File: src/rtl/adpll_lock_ctrl.sv
// Acquisition/tracking lock sequencer for the ring-oscillator ADPLL.
// Define ADPLL_LOCK_CTRL_SAT_DET_EN to treat a saturated DCO code as out-of-window.
module adpll_lock_ctrl #(
  parameter int unsigned PDET_WIDTH = 5,
  parameter int unsigned RO_WIDTH   = 5,
  parameter int unsigned KP_WIDTH   = 6,
  parameter int unsigned KI_WIDTH   = 4,
  parameter logic [KP_WIDTH-1:0] KP_COARSE = 6'd18,
  parameter logic [KI_WIDTH-1:0] KI_COARSE = 4'd4,
  parameter logic [KP_WIDTH-1:0] KP_FINE   = 6'd9,
  parameter logic [KI_WIDTH-1:0] KI_FINE   = 4'd1,
  parameter int unsigned WARMUP_CYC    = 256,
  parameter int unsigned LOCK_THRESH   = 1,
  parameter int unsigned UNLOCK_THRESH = 3,
  parameter int unsigned LOCK_CNT      = 16,
  parameter int unsigned UNLOCK_CNT    = 4,
  parameter int unsigned ACQ_TIMEOUT   = 4096
) (
  input  logic                  fpga_clk_i,
  input  logic                  reset_n_i,
  input  logic                  start_i,
  input  logic                  ref_clk_i,
  input  logic [PDET_WIDTH-1:0] error_i,
  input  logic [RO_WIDTH-1:0]   dco_cc_i,
  output logic                  enable_o,
  output logic [KP_WIDTH-1:0]   kp_o,
  output logic [KI_WIDTH-1:0]   ki_o,
  output logic                  locked_o,
  output logic                  lock_lost_o,
  output logic                  fault_o,
  output logic [2:0]            state_o
);

  typedef enum logic [2:0] {
    ST_IDLE    = 3'd0,
    ST_WARMUP  = 3'd1,
    ST_ACQUIRE = 3'd2,
    ST_TRACK   = 3'd3,
    ST_FAULT   = 3'd4
  } state_e;

  localparam int unsigned WW = $clog2(WARMUP_CYC + 1);
  localparam int unsigned LW = $clog2(LOCK_CNT + 1);
  localparam int unsigned UW = $clog2(UNLOCK_CNT + 1);
  localparam int unsigned AW = $clog2(ACQ_TIMEOUT + 1);
  localparam int unsigned EW = PDET_WIDTH + 1;

  localparam logic [WW-1:0] WARM_LAST = WW'(WARMUP_CYC - 1);
  localparam logic [LW-1:0] LOCK_MAX  = LW'(LOCK_CNT);
  localparam logic [UW-1:0] UNL_MAX   = UW'(UNLOCK_CNT);
  localparam logic [AW-1:0] ACQ_MAX   = AW'(ACQ_TIMEOUT);
  localparam logic [EW-1:0] LOCK_TH   = EW'(LOCK_THRESH);
  localparam logic [EW-1:0] UNL_TH    = EW'(UNLOCK_THRESH);

  state_e          state_q, state_d;
  logic [WW-1:0]   warm_q, warm_d;
  logic [LW-1:0]   lock_q, lock_d;
  logic [UW-1:0]   unl_q, unl_d;
  logic [AW-1:0]   acq_q, acq_d;
  logic            lost_d;
  logic            sync1_q, sync2_q, sync3_q;
  logic            ref_evt;

  logic [EW-1:0]   err_ext, err_abs;
  logic            in_win_raw, out_win_raw, in_win, out_win;
  logic [LW-1:0]   lock_nx;
  logic [AW-1:0]   acq_nx;
  logic [UW-1:0]   unl_nx;

  assign ref_evt = sync2_q & ~sync3_q;

  // Sign-extend by one bit so the most-negative error has a representable magnitude.
  assign err_ext     = {error_i[PDET_WIDTH-1], error_i};
  assign err_abs     = err_ext[EW-1] ? (-err_ext) : err_ext;
  assign in_win_raw  = (err_abs <= LOCK_TH);
  assign out_win_raw = (err_abs > UNL_TH);

`ifdef ADPLL_LOCK_CTRL_SAT_DET_EN
  logic dco_sat;
  assign dco_sat = (dco_cc_i == {1'b0, {(RO_WIDTH-1){1'b1}}}) ||
                   (dco_cc_i == {1'b1, {(RO_WIDTH-1){1'b0}}});
  assign in_win  = in_win_raw & ~dco_sat;
  assign out_win = out_win_raw | dco_sat;
`else
  logic unused_dco;
  assign unused_dco = ^dco_cc_i;
  assign in_win     = in_win_raw;
  assign out_win    = out_win_raw;
`endif

  assign lock_nx = !in_win ? '0 : ((lock_q == LOCK_MAX) ? lock_q : lock_q + LW'(1));
  assign acq_nx  = (acq_q == ACQ_MAX) ? acq_q : acq_q + AW'(1);
  assign unl_nx  = !out_win ? '0 : ((unl_q == UNL_MAX) ? unl_q : unl_q + UW'(1));

  always_comb begin
    state_d = state_q;
    warm_d  = warm_q;
    lock_d  = lock_q;
    unl_d   = unl_q;
    acq_d   = acq_q;
    lost_d  = 1'b0;
    if (!start_i) begin
      state_d = ST_IDLE;
      warm_d  = '0;
      lock_d  = '0;
      unl_d   = '0;
      acq_d   = '0;
    end else begin
      unique case (state_q)
        ST_IDLE: begin
          state_d = ST_WARMUP;
          warm_d  = '0;
        end
        ST_WARMUP: begin
          if (warm_q == WARM_LAST) begin
            state_d = ST_ACQUIRE;
            warm_d  = '0;
            lock_d  = '0;
            unl_d   = '0;
            acq_d   = '0;
          end else begin
            warm_d = warm_q + WW'(1);
          end
        end
        ST_ACQUIRE: begin
          // Lock is tested before timeout so a coincident lock still succeeds.
          if (ref_evt) begin
            if (lock_nx == LOCK_MAX) begin
              state_d = ST_TRACK;
              lock_d  = '0;
              acq_d   = '0;
              unl_d   = '0;
            end else if (acq_nx == ACQ_MAX) begin
              state_d = ST_FAULT;
              lock_d  = '0;
              acq_d   = '0;
            end else begin
              lock_d = lock_nx;
              acq_d  = acq_nx;
            end
          end
        end
        ST_TRACK: begin
          if (ref_evt) begin
            if (unl_nx == UNL_MAX) begin
              state_d = ST_ACQUIRE;
              lost_d  = 1'b1;
              lock_d  = '0;
              acq_d   = '0;
              unl_d   = '0;
            end else begin
              unl_d = unl_nx;
            end
          end
        end
        ST_FAULT: state_d = ST_FAULT;
        default:  state_d = ST_IDLE;
      endcase
    end
  end

  always_ff @(posedge fpga_clk_i or negedge reset_n_i) begin
    if (!reset_n_i) begin
      state_q     <= ST_IDLE;
      warm_q      <= '0;
      lock_q      <= '0;
      unl_q       <= '0;
      acq_q       <= '0;
      sync1_q     <= 1'b0;
      sync2_q     <= 1'b0;
      sync3_q     <= 1'b0;
      enable_o    <= 1'b0;
      kp_o        <= KP_COARSE;
      ki_o        <= KI_COARSE;
      locked_o    <= 1'b0;
      lock_lost_o <= 1'b0;
      fault_o     <= 1'b0;
    end else begin
      state_q     <= state_d;
      warm_q      <= warm_d;
      lock_q      <= lock_d;
      unl_q       <= unl_d;
      acq_q       <= acq_d;
      sync1_q     <= ref_clk_i;
      sync2_q     <= sync1_q;
      sync3_q     <= sync2_q;
      enable_o    <= (state_d == ST_WARMUP) || (state_d == ST_ACQUIRE) ||
                     (state_d == ST_TRACK);
      kp_o        <= (state_d == ST_TRACK) ? KP_FINE : KP_COARSE;
      ki_o        <= (state_d == ST_TRACK) ? KI_FINE : KI_COARSE;
      locked_o    <= (state_d == ST_TRACK);
      lock_lost_o <= lost_d;
      fault_o     <= (state_d == ST_FAULT);
    end
  end

  assign state_o = state_q;

endmodule

File: config.mk
export PLATFORM = sky130hd
export DESIGN_NAME = adpll_lock_ctrl
export DESIGN_NICKNAME = d
export VERILOG_FILES = /design/src/rtl/adpll_lock_ctrl.sv
export SDC_FILE = /design/constraint.sdc
export NUM_CORES = 1
export LEC_CHECK = 0
export CAP_MARGIN = 40
export CORE_AREA = 2 2 82 84
export CTS_BUF_LIST = sky130_fd_sc_hd__clkbuf_4
export DETAILED_ROUTE_END_ITERATION = 7
export DIE_AREA = 0 0 84 86
export MAX_ROUTING_LAYER = met4
export SETUP_SLACK_MARGIN = 0.4
export SYNTH_ARGS = -nofsm -noshare
export SYNTH_HDL_FRONTEND = slang
export SYNTH_SLANG_ARGS = --single-unit
File: constraint.sdc
create_clock -name fpga_clk_i -period 4.7 [get_ports fpga_clk_i]
set_clock_uncertainty 0.15 [all_clocks]
set_input_delay 0.94 -clock fpga_clk_i [delete_from_list [all_inputs] [get_ports fpga_clk_i]]
set_output_delay 0.94 -clock fpga_clk_i [all_outputs]
set_load 0.005 [all_outputs]
==> results of run 1 <==
-- registers in the layout, indices dropped and copies added (netlist names) --
signal,count
acq_q,13
warm_q,9
lock_q,5
state_o,3
unl_q,3
enable_o,1
fault_o,1
ki_o,1
kp_o,1
lock_lost_o,1
sync1_q,1
sync2_q,1
sync3_q,1
-- final cells by class --
type / count / area, um2 / share of cell area (%)
Clock buffer: 5 / 37.5 / 1.25
Clock inverter: 3 / 41.3 / 1.37
Inverter: 13 / 48.8 / 1.62
Multi-Input combinational cell: 228 / 1500 / 49.9
Sequential cell: 41 / 1030 / 34.2
Tap cell: 77 / 96.3 / 3.20
Timing Repair Buffer: 26 / 255 / 8.49
-- power by group through the flow --
| stage | clock, mW | combinational, mW | sequential [mW] |
|---|---|---|---|
| 2_1_floorplan | 0 | 0.0242 | 0.364 |
| 3_3_place_gp | 0 | 0.0428 | 0.365 |
| 3_5_place_dp | 0 | 0.0455 | 0.365 |
| 4_1_cts | 0.246 | 0.0458 | 0.359 |
| 5_1_grt | 0.259 | 0.0505 | 0.359 |
| 6_report | 0.233 | 0.0449 | 0.359 |
-- synth_stat cells, types with 3 or more instances --
cell type / n
and3_1: 7
or3_1: 7
ha_1: 8
o21ai_0: 16
inv_1: 13
nor3_1: 14
dfrtp_1: 40
a221o_1: 3
buf_2: 4
or2_2: 3
o31ai_1: 3
nand4_1: 4
o22ai_1: 5
nand3_1: 22
nand2b_1: 7
xnor2_1: 6
a21oi_1: 15
nor2_1: 10
nor2b_1: 4
a31o_2: 3
nand2_1: 31
mux2i_1: 6
clkbuf_1: 7
buf_4: 9
-- cell families after synthesis --
logic type                 after synthesis  share of synthesized area, %
buffers and inverters                   34                          6.20
xor gates and xnor gates                 8                          2.61
adders and majority gates                8                          3.73
DFF                                     41                          38.3
other                                    1                         0.140
AOI/OAI and AO/OA                       74                          19.8
muxes                                    8                          3.08
and+or+nand+nor                        126                          26.2
-- worst reg2reg max path, delay by kind of cell, from the launching register on --
kind | cells | cell delay [ps]
AOI/OAI and AO/OA | 4 | 830
adders and majority gates | 1 | 280
buffers and inverters | 2 | 340
DFF | 1 | 460
and+or+nand+nor | 3 | 730
-- worst min-delay path by stage --
stage | end | slack [ps] | from
floorplan | sync2_q | 180 | sync1_q
detailed placement | sync2_q | 180 | sync1_q
global placement | sync2_q | 180 | sync1_q
CTS | sync2_q | 220 | sync1_q
finish | sync2_q | 210 | sync1_q
global route | sync2_q | 230 | sync1_q
-- stage by stage --
stage,instance area [um2],std cells,util (%)
final,3010,393,47.9
after global placement,2910,384,46.3
after CTS,3010,393,47.9
after global routing,3010,393,47.9
after floorplan,2700,303,-
after detailed placement,2930,385,46.7
-- metal layers --
layer	part of all wire (%)	GRT usage (%)	vias to the layer above
li1	-	-	1125
met1	49	21.9	1075
met5	0	-	-
met3	2.8	3.08	5
met4	1.1	5.72	0
met2	47	27.8	35
==> metrics, run 1 <==
outcome complete, no violations; min-delay worst type reg -> reg; internal power 484 uW; Port Buf Inserts 21; H-tree Lvls 2; gpl congestion 0.779; Starting Density 42.8%; commonest non-fill, non-tap cell in the layout dfrtp_1; largest area contributor in the netlist dfrtp_1; WP depth 10; grt ovf 0; HPWL after DPL 4080 um; Max Root-Sink Buffers 2; Sw Ratio 24.0%; max incr delay on CP 500 ps; GRT Total Usage 17.1%; Peak VDD IR 0.000122 V; fraction of registers with async set/reset 100%; Area growth, synth to finish 12.1%; filler instances 615; Max Cap Viol 0; sequential share of the synthesized area 38.3%; crit path to ki_o[0]; Post-synth EDFFs 0; Arrival @ worst endpoint 3490 ps; top-area cell type share of the netlist area 37.3%; startpoint types primary input; Core ar. 6280 um2; CP endpoint kind flop; CP max-delay cell clkdlybuf4s50_1; critical path required time 4850 ps; sequential share of power 56.3%; Buf+Inv Stages, Crit Path 2; Final Hold Violating Endpoints 0; Tot Pwr 637 uW; final setup vio count 0; Avg WL per Cell 14.4 um; Place WS 982 ps; hold path depth 0; Pre-antenna DRT Iters 4; # diodes 0; row count 29; Via density 5.70; Leak 1.26 nW; clock sink count 41; TNS Setup 0 ps; Clock Latency Late Sink 360 ps; Peak Freq 0.300 GHz; Final Max Slew Viols 0; Clk pwr share 36.6%; cell family with most CP delay compound AO/OA/AOI/OAI gates; cell area power density 212 nW/um2; via count 2240; number of DRC markers in iteration 0 147; vias in the first global route 2148; CTS tree yes; Worst-path clk slew 140 ps; top post-synthesis cells by area dfrtp_1, nand2_1, nand3_1, ha_1, o21ai_0; Syn Area/Cell 8.95 um2; YS warnings 0; Yosys reg bits 41; worst-path fanout max 9; Cell variety after synth 64; final worst setup slack 1370 ps; I/O pins 31; die width 84 um; CTS Buf Count 5; switching power 153 uW; CP cell instances clkdlybuf4s50_1, inv_1, ha_1, nand2b_1, o211ai_1, o211a_1, and2_1, nand2_1, a221oi_1, o2111a_1; layout cells sized above 1 9.81%; Syn Inst Count 300; R2R Setup Slk 1850 ps; final critical-path required period 3330 ps; RSZ-0062 raised after global routing no; worst slew pin tran 600 ps; total DRC errors in the routed layout 0; Rel. slew slack 59.6%; Synth Cell Area 2680 um2; commonest non-fill, non-tap cells in the layout dfrtp_1, nand2_1, nand3_1, clkdlybuf4s50_1, o21ai_0; post-route ant nets 0; largest net degree at the start of global routing 30; initial antenna violation count 0; crit path from error_i[0]; global-route wire length before repair 9850 um; CP Class in -> reg; R2R depth 10; die height 86 um; setup repair bufs after CTS 0; cts repair resizes 0; R2R Path Start unl_q[0]; NumNets Final 337; Comb pwr share 7.0%; cts hold-fix bufs 0; Routed Wire Length 5670 um; Die ar. 7220 um2; root buf cell clkbuf_4; Hold Slack 214 ps; Synth Flop Type dfrtp_1; Final period util 70.9%; reg2reg end lock_q[4]
Power figures use the tool's default switching activity.
==> run 2, diff against run 1 <==
clock period = 3.4 ns   (was 4.7 ns; I/O delays follow)
==> metrics, run 2 (synthesis gave the netlist of run 1 again) <==
CP max-delay cell clkdlybuf4s50_1 (unchanged); Final period util 81.5%; CP endpoint kind flop (unchanged); vias in the first global route 2273 (was 2148); Top reg by flops acq_q (unchanged); Comb pwr share 7.9% (was 7.0%); number of DRC markers in iteration 0 99 (was 147); clock sink count 41 (unchanged); switching power 215 uW (was 153 uW); GRT Total Usage 17.8% (was 17.1%); max FFs per register 13 (unchanged); reg2reg end acq_q[9] (was lock_q[4]); largest net degree at the start of global routing 31 (was 30); commonest non-fill, non-tap cell in the layout dfrtp_1 (unchanged); R2R depth 9 (was 10); row count 29 (unchanged); layout cells sized above 1 11.8% (was 9.81%); sequential share of power 61.1% (was 56.3%); Peak VDD IR 0.000155 V (was 0.000122 V); critical path required time 3540 ps (was 4850 ps); Core ar. 6280 um2 (unchanged); H-tree Lvls 2 (unchanged); internal power 597 uW (was 484 uW); R2R Path Start unl_q[0] (unchanged); Max Root-Sink Buffers 2 (unchanged); Via density 5.67 (was 5.70); CTS Buf Count 5 (unchanged); NumNets Final 342 (was 337); Arrival @ worst endpoint 2910 ps (was 3490 ps); CP Class in -> reg (unchanged); Area growth, synth to finish 12.9% (was 12.1%); final critical-path required period 2770 ps; gpl congestion 0.819 (was 0.779); root buf cell clkbuf_4 (unchanged); startpoint types primary input (unchanged); Routed Wire Length 5620 um (was 5670 um); Peak Freq 0.361 GHz; TNS Setup 0 ps (unchanged); outcome complete, no violations (unchanged); # placed instances 390 (was 385); Leak 1.28 nW (was 1.26 nW); Sw Ratio 26.4% (was 24.0%); total DRC errors in the routed layout 0 (unchanged); I/O pins 31 (unchanged); cell area power density 268 nW/um2 (was 212 nW/um2); global-route wire length before repair 10300 um (was 9850 um); Final Max Slew Viols 0 (unchanged); setup repair bufs after CTS 0 (unchanged); die height 86 um (unchanged); via count 2256 (was 2240); Starting Density 42.8% (unchanged); Port Buf Inserts 21 (unchanged); R2R Setup Slk 640 ps (was 1850 ps); # diodes 0 (unchanged); worst-path fanout max 12 (was 9); biggest regs acq_q: 13 flops, warm_q: 9 flops, lock_q: 5 flops (unchanged); final std cells w/o fill 398 (was 393); initial antenna violation count 0 (unchanged); Worst-path clk slew 130 ps (was 140 ps); commonest non-fill, non-tap cells in the layout dfrtp_1, nand2_1, nand3_1, clkdlybuf4s50_1, o21ai_0 (unchanged); Final Hold Violating Endpoints 0 (unchanged); Avg WL per Cell 14.1 um (was 14.4 um); die width 84 um (unchanged); grt ovf 0 (unchanged); Pre-antenna DRT Iters 4 (unchanged); HPWL after DPL 4100 um (was 4080 um); RSZ-0062 raised after global routing no (unchanged); cts hold-fix bufs 0 (unchanged); CP cell instances clkdlybuf4s50_1, inv_1, ha_1, nand2_1, o211a_1, o211a_1, a21oi_1, buf_4, a21boi_0, o21ai_0, o21ai_0 (was clkdlybuf4s50_1, inv_1, ha_1, nand2b_1, o211ai_1, o211a_1, and2_1, nand2_1, a221oi_1, o2111a_1); min-delay worst type in -> async (was reg -> reg); Buf+Inv Stages, Crit Path 3 (was 2); Clock Latency Late Sink 360 ps (about the same); final setup vio count 0 (unchanged); cell family with most CP delay compound AO/OA/AOI/OAI gates (unchanged); Clk pwr share 31.0% (was 36.6%); max incr delay on CP 500 ps (about the same); CTS tree yes (unchanged); Die ar. 7220 um2 (unchanged); post-route ant nets 0 (unchanged); Max Cap Viol 0 (unchanged)
-- run 2: cell types whose count changed in the layout (fill, tap and decap cells not counted) --
| cell | before | now |
|---|---|---|
| a221oi_1 | 1 | 0 |
| a221oi_2 | 0 | 1 |
| buf_4 | 4 | 9 |
| bufinv_16 | 1 | 0 |
| clkinv_2 | 0 | 1 |
| clkinv_4 | 0 | 1 |
| clkinvlp_4 | 1 | 0 |
| dfrtp_1 | 40 | 39 |
| dfrtp_2 | 0 | 1 |
-- run 2: area by class of cell --
| type | count | area, um2 |
|---|---|---|
| timing repair buffer | 31 | 293 |
| tap | 77 | 96.3 |
| clock buffer | 5 | 37.5 |
| multi-input combinational | 228 | 1510 |
| clock inverter | 3 | 17.5 |
| fill | 619 | 3250 |
| sequential | 41 | 1030 |
| inverter | 13 | 48.8 |
-- run 2: worst max-delay path by stage --
stage / startpoint / end / slack, ps / cells past startpoint
after floorplan: unl_q[0] / acq_q[3] / 780 / 9
after global routing: error_i[1] / unl_q[0] / 450 / 10
after global placement: error_i[0] / ki_o[0] / 260 / 10
after detailed placement: error_i[0] / ki_o[0] / 210 / 10
final: error_i[0] / acq_q[11] / 630 / 11
after CTS: unl_q[0] / acq_q[9] / 570 / 9
-- run 2: power by group through the flow --
stage                     combinational [mW]  sequential [mW]  clock [mW]
after floorplan                       0.0334            0.503           0
after detailed placement              0.0644            0.505           0
after CTS                             0.0646            0.496       0.266
after global placement                0.0611            0.505           0
final                                 0.0639            0.496       0.252
after global routing                  0.0728            0.497       0.284
-- run 2: per-stage QoR --
stage,total power [mW],util [%],setup slack [ps],hold WS (ps),cell area [um2]
after global routing,0.853,48.3,447,21.7,3030
after detailed placement,0.569,47.3,208,185,2970
final,0.812,48.3,628,32.1,3030
after floorplan,0.537,-,777,181,2700
after global placement,0.566,46.9,258,184,2950
after CTS,0.826,48.1,571,22.0,3020
-- run 2: what timing repair did --
action,4_1_cts,5_1_grt
resized for setup,0,2
setup endpoints to repair,0,5
endpoints found under the hold margin,0,0
-- run 2: worst register-to-register path, cell delays in order (launching register included) --
cell and delay, ps:
dfrtp_2 430, inv_1 90, ha_1 260, or3b_2 470, a311o_1 350, a21o_1 200
a41oi_1 200, buf_4 220, nand3_1 110, o31ai_1 210
-- run 2: per-layer routing --
metal  track usage (%)  routed length (um)
met4              6.01                  74
met2              28.7                2600
met5                 -                   0
met3              3.37                 156
met1              22.7                2790
